[src/rtl/calc_arbiter.sv]
// calc_arbiter: two-requester front end for a shared external add/subtract unit.
//
// One operation is in flight at a time. In IDLE a single requester is granted
// (req_ready_o is combinational on req_valid_i). The accepted operands are
// latched and presented to the external datapath for one CALC cycle. The
// datapath's combinational answer is registered, then held in RESP until the
// owner takes it.
//
// Arbitration policy:
//   CALC_ARBITER_FIXED_PRIO_EN undefined (default) : round-robin, pointer
//                                                    updated on completion
//   CALC_ARBITER_FIXED_PRIO_EN defined             : requester 0 always wins
module calc_arbiter #(
    parameter int WIDTH = 5,
    parameter int CNT_W = 8
) (
    input  logic               clk_i,
    input  logic               rst_ni,
    input  logic [1:0]         req_valid_i,
    output logic [1:0]         req_ready_o,
    input  logic [2*WIDTH-1:0] req_a_i,
    input  logic [2*WIDTH-1:0] req_b_i,
    input  logic [1:0]         req_mode_i,
    output logic [1:0]         rsp_valid_o,
    input  logic [1:0]         rsp_ready_i,
    output logic [WIDTH-1:0]   rsp_result_o,
    output logic [WIDTH-1:0]   dp_a_o,
    output logic [WIDTH-1:0]   dp_b_o,
    output logic               dp_mode_o,
    input  logic [WIDTH-1:0]   dp_result_i,
    output logic               busy_o,
    output logic [CNT_W-1:0]   op_count_o
);

    localparam logic [1:0] ST_IDLE = 2'd0;
    localparam logic [1:0] ST_CALC = 2'd1;
    localparam logic [1:0] ST_RESP = 2'd2;

    logic [1:0]       state_reg;
    logic [1:0]       state_next;
    logic             owner_reg;
    logic [WIDTH-1:0] a_reg;
    logic [WIDTH-1:0] b_reg;
    logic             mode_reg;
    logic [WIDTH-1:0] result_reg;
    logic [CNT_W-1:0] count_reg;

    logic             grant_idx;
    logic             grant_any;
    logic             in_idle;
    logic             accept;
    logic             complete;

    // Grants are only offered in IDLE and never while reset is held, since
    // the asynchronous reset parks the FSM in IDLE.
    assign in_idle   = (state_reg == ST_IDLE) && rst_ni;
    assign grant_any = |req_valid_i;

`ifdef CALC_ARBITER_FIXED_PRIO_EN
    // Fixed priority: requester 1 is chosen only when requester 0 is silent.
    always_comb begin
        grant_idx = ~req_valid_i[0];
    end
`else
    logic last_reg;

    // Round-robin: on contention pick whoever was not served last; a lone
    // requester is picked regardless of the pointer.
    always_comb begin
        if (req_valid_i == 2'b11) begin
            grant_idx = ~last_reg;
        end else begin
            grant_idx = ~req_valid_i[0];
        end
    end

    // Last-served pointer moves when a response completes, not at accept.
    always_ff @(posedge clk_i or negedge rst_ni) begin
        if (!rst_ni) begin
            last_reg <= 1'b1;
        end else if (complete) begin
            last_reg <= owner_reg;
        end
    end
`endif

    // Per-requester handshake decode: ready for the granted one in IDLE,
    // response valid for the owner in RESP.
    generate
        for (genvar gi = 0; gi < 2; gi++) begin : g_port
            assign req_ready_o[gi] = in_idle && grant_any && (grant_idx == 1'(gi));
            assign rsp_valid_o[gi] = (state_reg == ST_RESP) && (owner_reg == 1'(gi));
        end
    endgenerate

    assign accept   = |(req_valid_i & req_ready_o);
    assign complete = (state_reg == ST_RESP) && rsp_ready_i[owner_reg];

    // Next-state logic: one cycle of CALC is the fixed datapath latency.
    always_comb begin
        state_next = state_reg;
        case (state_reg)
            ST_IDLE: if (accept)   state_next = ST_CALC;
            ST_CALC:               state_next = ST_RESP;
            ST_RESP: if (complete) state_next = ST_IDLE;
            default:               state_next = ST_IDLE;
        endcase
    end

    // State register.
    always_ff @(posedge clk_i or negedge rst_ni) begin
        if (!rst_ni) begin
            state_reg <= ST_IDLE;
        end else begin
            state_reg <= state_next;
        end
    end

    // Capture operands, mode and owner of the accepted request.
    always_ff @(posedge clk_i or negedge rst_ni) begin
        if (!rst_ni) begin
            a_reg     <= '0;
            b_reg     <= '0;
            mode_reg  <= 1'b0;
            owner_reg <= 1'b0;
        end else if (accept) begin
            a_reg     <= grant_idx ? req_a_i[WIDTH +: WIDTH] : req_a_i[0 +: WIDTH];
            b_reg     <= grant_idx ? req_b_i[WIDTH +: WIDTH] : req_b_i[0 +: WIDTH];
            mode_reg  <= grant_idx ? req_mode_i[1] : req_mode_i[0];
            owner_reg <= grant_idx;
        end
    end

    // Register the external datapath's answer at the end of CALC.
    always_ff @(posedge clk_i or negedge rst_ni) begin
        if (!rst_ni) begin
            result_reg <= '0;
        end else if (state_reg == ST_CALC) begin
            result_reg <= dp_result_i;
        end
    end

    // Completed-operation counter, wraps naturally at 2^CNT_W.
    always_ff @(posedge clk_i or negedge rst_ni) begin
        if (!rst_ni) begin
            count_reg <= '0;
        end else if (complete) begin
            count_reg <= count_reg + CNT_W'(1);
        end
    end

    // The datapath only ever sees latched values, so it is stable through
    // CALC even if requesters change their inputs after accept.
    assign dp_a_o       = a_reg;
    assign dp_b_o       = b_reg;
    assign dp_mode_o    = mode_reg;
    assign rsp_result_o = result_reg;
    assign busy_o       = (state_reg != ST_IDLE);
    assign op_count_o   = count_reg;

endmodule
[config.mk]
export PLATFORM = sky130hd
export DESIGN_NAME = calc_arbiter
export DESIGN_NICKNAME = d
export VERILOG_FILES = /design/src/rtl/calc_arbiter.sv
export SDC_FILE = /design/constraint.sdc
export NUM_CORES = 1
export LEC_CHECK = 0
export ABC_AREA = 0
export BUFFER_PORTS_ARGS = -buffer_cell sky130_fd_sc_hd__buf_2
export CORE_AREA = 2 2 71 73
export CTS_CLUSTER_SIZE = 8
export DETAILED_ROUTE_END_ITERATION = 10
export DIE_AREA = 0 0 73 75
export HOLD_SLACK_MARGIN = 0.1
export PLACE_DENSITY = 0.61
export SYNTH_ARGS = -nofsm -noshare
export SYNTH_HDL_FRONTEND = slang
export SYNTH_SLANG_ARGS = --single-unit
[constraint.sdc]
create_clock -name clk_i -period 2 [get_ports clk_i]
set_clock_uncertainty 0.05 [all_clocks]
set_input_delay 0.2 -clock clk_i [delete_from_list [all_inputs] [get_ports clk_i]]
set_output_delay 0.2 -clock clk_i [all_outputs]
set_load 0.01 [all_outputs]
==> flow_metrics.env <==
export IMPL_outcome="finished clean"
export IMPL_tightest_slew_ns=0.7756
export IMPL_grt_usage=0.1313
export IMPL_die_h_um=75
export IMPL_io_pins=62
export IMPL_cts_sinks=28
export IMPL_pre_cts_ws_ns=0.5116
export IMPL_die_width_um=73
export IMPL_hold_violations=0
export IMPL_port_buffers=61
export IMPL_timing_hold_ws_ns=0.1724
export IMPL_grt_max_degree=30
export IMPL_cts_tree="done"
export IMPL_maxSlewViolCount=0
export IMPL_hp_class="in2reg"
export IMPL_cts_buffers=3
export IMPL_synth_cell_type_count=35
export IMPL_max_freq_ghz=0.5323
export IMPL_p_per_area_nw_per_um2=1328
export IMPL_root_buffer="clkbuf_8"
export IMPL_setup_viol=0
export IMPL_dr_pass1_iters=4
export IMPL_antenna_found_initial=0
export IMPL_cp_start_kind="input pin"
export IMPL_arrival_ns=1.63
export IMPL_crit_type="in2out"
export IMPL_period_minus_slack_ns=1.879
export IMPL_timing_max_cap_violations=0
export IMPL_die_area_um2=5475
export IMPL_intPower_w=0.001516
export IMPL_fin_ws_ns=0.1212
export IMPL_clockBufferDepth=2
export IMPL_p_leak_nw=0.8483
export IMPL_grt_setup_unrepaired="no"
export IMPL_syn_area_um2=1363
export IMPL_routed_via_count=1121
export IMPL_combinationalPowerShare=0.441
export IMPL_drcViolationCount=0
export IMPL_cts_resized=0
export IMPL_htree_levels=1
export IMPL_layout_nets=206
export IMPL_syn_nets=138
export IMPL_rows=25
export IMPL_ys_flop_type="dfrtp_1"
export IMPL_ys_warn_count=0
export IMPL_overflow=0
export IMPL_drtAntennaViolNets=0
export IMPL_fp_coreArea_um2=4661
export IMPL_yosysSeqAreaShare=0.5152
export IMPL_wl_per_cell_um=14.59
export IMPL_async_reset_ff_frac=1.000
export IMPL_synth_edf_count=0
export IMPL_grt_pass1_wl_um=5575
export IMPL_synth_top_area_frac=0.4959
export IMPL_switching_share=0.3710
export IMPL_gp_congestion=0.7796
export IMPL_drt_iter0_drc=44
export IMPL_tns_ns=0
export IMPL_start_util=0.2923
export IMPL_ys_top_cells_by_area="dfrtp_1 50%, a2bb2oi_2 9.9%, o32ai_1 7.1%, mux2_1 5.0%, xor2_1 2.6%"
export IMPL_grt_pass1_vias=1191
export IMPL_end_kind="output pin"
export IMPL_path_max_fanout=4
export IMPL_vias_per_cell=4.982
export IMPL_hpwl_um=2448
export IMPL_avgSynthCellArea_um2=13.10
export IMPL_critPathRequiredTime_ns=1.75
export IMPL_insertion_delay_ns=0.27
export IMPL_antenna_cells=0
export IMPL_clk_pin_slew_worst_paths_ns=0.10
export IMPL_max_slew_margin=0.4819
export IMPL_finalCritPeriodShare=0.9394
export IMPL_syn2layout_area_growth_pct=33.24
export IMPL_drive_above_1_share=0.4737
export IMPL_synth_seq_cells=28
export IMPL_vdd_ir_drop_max_mv=0.5556
export IMPL_p_total_w=0.002411
export IMPL_drt_total_wl_um=3283
export IMPL_p_switching_w=0.0008945
export IMPL_synth_area_leader_cell="dfrtp_1"
export IMPL_seqPwrFrac=0.426
export IMPL_largest_reg_flops=8
export IMPL_clkPwrFrac=0.133
export IMPL_netlist_instances=104
[final timing paths]
kind                           startpoint              to  slack [ns]  depth (start not counted)
max                                rst_ni  req_ready_o[1]        0.12                          5
min                        rsp_ready_i[1]        last_reg        0.17                          2
max reg2reg                  state_reg[1]       dp_b_o[1]        0.52                          3
min reg2reg                 op_count_o[7]   op_count_o[7]        0.43                          1
max in group asynchronous          rst_ni        last_reg        1.13                          3
min in group asynchronous          rst_ni   op_count_o[4]        0.45                          3
[power by group through the flow]
stage,registers [W],clock network (W),logic [W]
2_1_floorplan,0.00112,0,0.000599
3_3_place_gp,0.00104,0,0.00106
3_5_place_dp,0.00104,0,0.00108
4_1_cts,0.00103,0.000332,0.00109
5_1_grt,0.00107,0.000352,0.00118
6_report,0.00103,0.000321,0.00106
[critical path, stage by stage]
cell           delay [ns]
dlygate4sd3_1        0.53
buf_2                0.12
or3b_4               0.43
nor2_1               0.19
buf_2                0.16
[cells in the final DEF (no fill, tap or decap), drive strengths merged, types with 2 or more instances in the layout]
cell         synthesis  routed
nor2                 6       6
a2bb2oi             11      11
nand2                2       2
nor3                 3       3
xnor2                3       3
o32ai               11      11
nand2b               2       2
buf                  2      63
inv                  2       2
nand3                2       2
mux2                 7       7
clkbuf               4       4
xor2                 4       4
dlygate4sd3          0       6
nor2b                3       3
dfrtp               27      27
[layer usage]
metal | global-route usage | part of all wire | up-vias
met5 | 0 | 0 | -
met4 | 0.04321 | 0.0094 | 0
met3 | 0.03347 | 0.098 | 4
met1 | 0.1759 | 0.45 | 529
met2 | 0.2082 | 0.44 | 61
li1 | - | - | 527
[synthesized netlist by cell type (2+ instances only)]
| cell type | number |
|---|---|
| dfrtp_1 | 27 |
| o32ai_1 | 11 |
| a2bb2oi_2 | 9 |
| mux2_1 | 6 |
| nor2_1 | 5 |
| clkbuf_1 | 4 |
| xor2_1 | 4 |
| nor2b_1 | 3 |
| nor3_1 | 3 |
| xnor2_1 | 3 |
| a2bb2oi_1 | 2 |
| nand2_1 | 2 |
| nand2b_1 | 2 |
| nand3_1 | 2 |
[layout make-up]
type	instances	area [µm²]
Clock buffer	4	45.04
Fill cell	446	2845
Sequential cell	28	701.9
Inverter	2	7.507
Timing Repair Buffer	69	380.4
Tap cell	54	67.56
Multi-Input combinational cell	68	613.1
[timing repair]
item / in CTS / in global routing
buffers inserted: 0 / 0
endpoints found under the hold margin: 32 / 0
hold buffers: 6 / 0
[cell families (layout without fill, tap and decap cells)]
logic type      count (synthesis)  count (layout)  share of synthesized area
fa+ha+maj                       1               1                   0.009181
xor+xnor                        7               7                    0.04500
buf+inv                         8              75                    0.03488
compound gates                 26              26                     0.2066
simple gates                   26              26                     0.1240
flops                          28              28                     0.5152
mux                             8               8                    0.06519
[metrics by stage]
step | instances | utilization | instance area, µm²
finish | 225 | 0.3895 | 1815
global route | 225 | 0.3895 | 1815
CTS | 225 | 0.3895 | 1815
detailed placement | 215 | 0.3670 | 1710
global placement | 215 | 0.3670 | 1710
floorplan | 104 | - | 1363
Note: power is estimated with default switching activity, not from simulation.
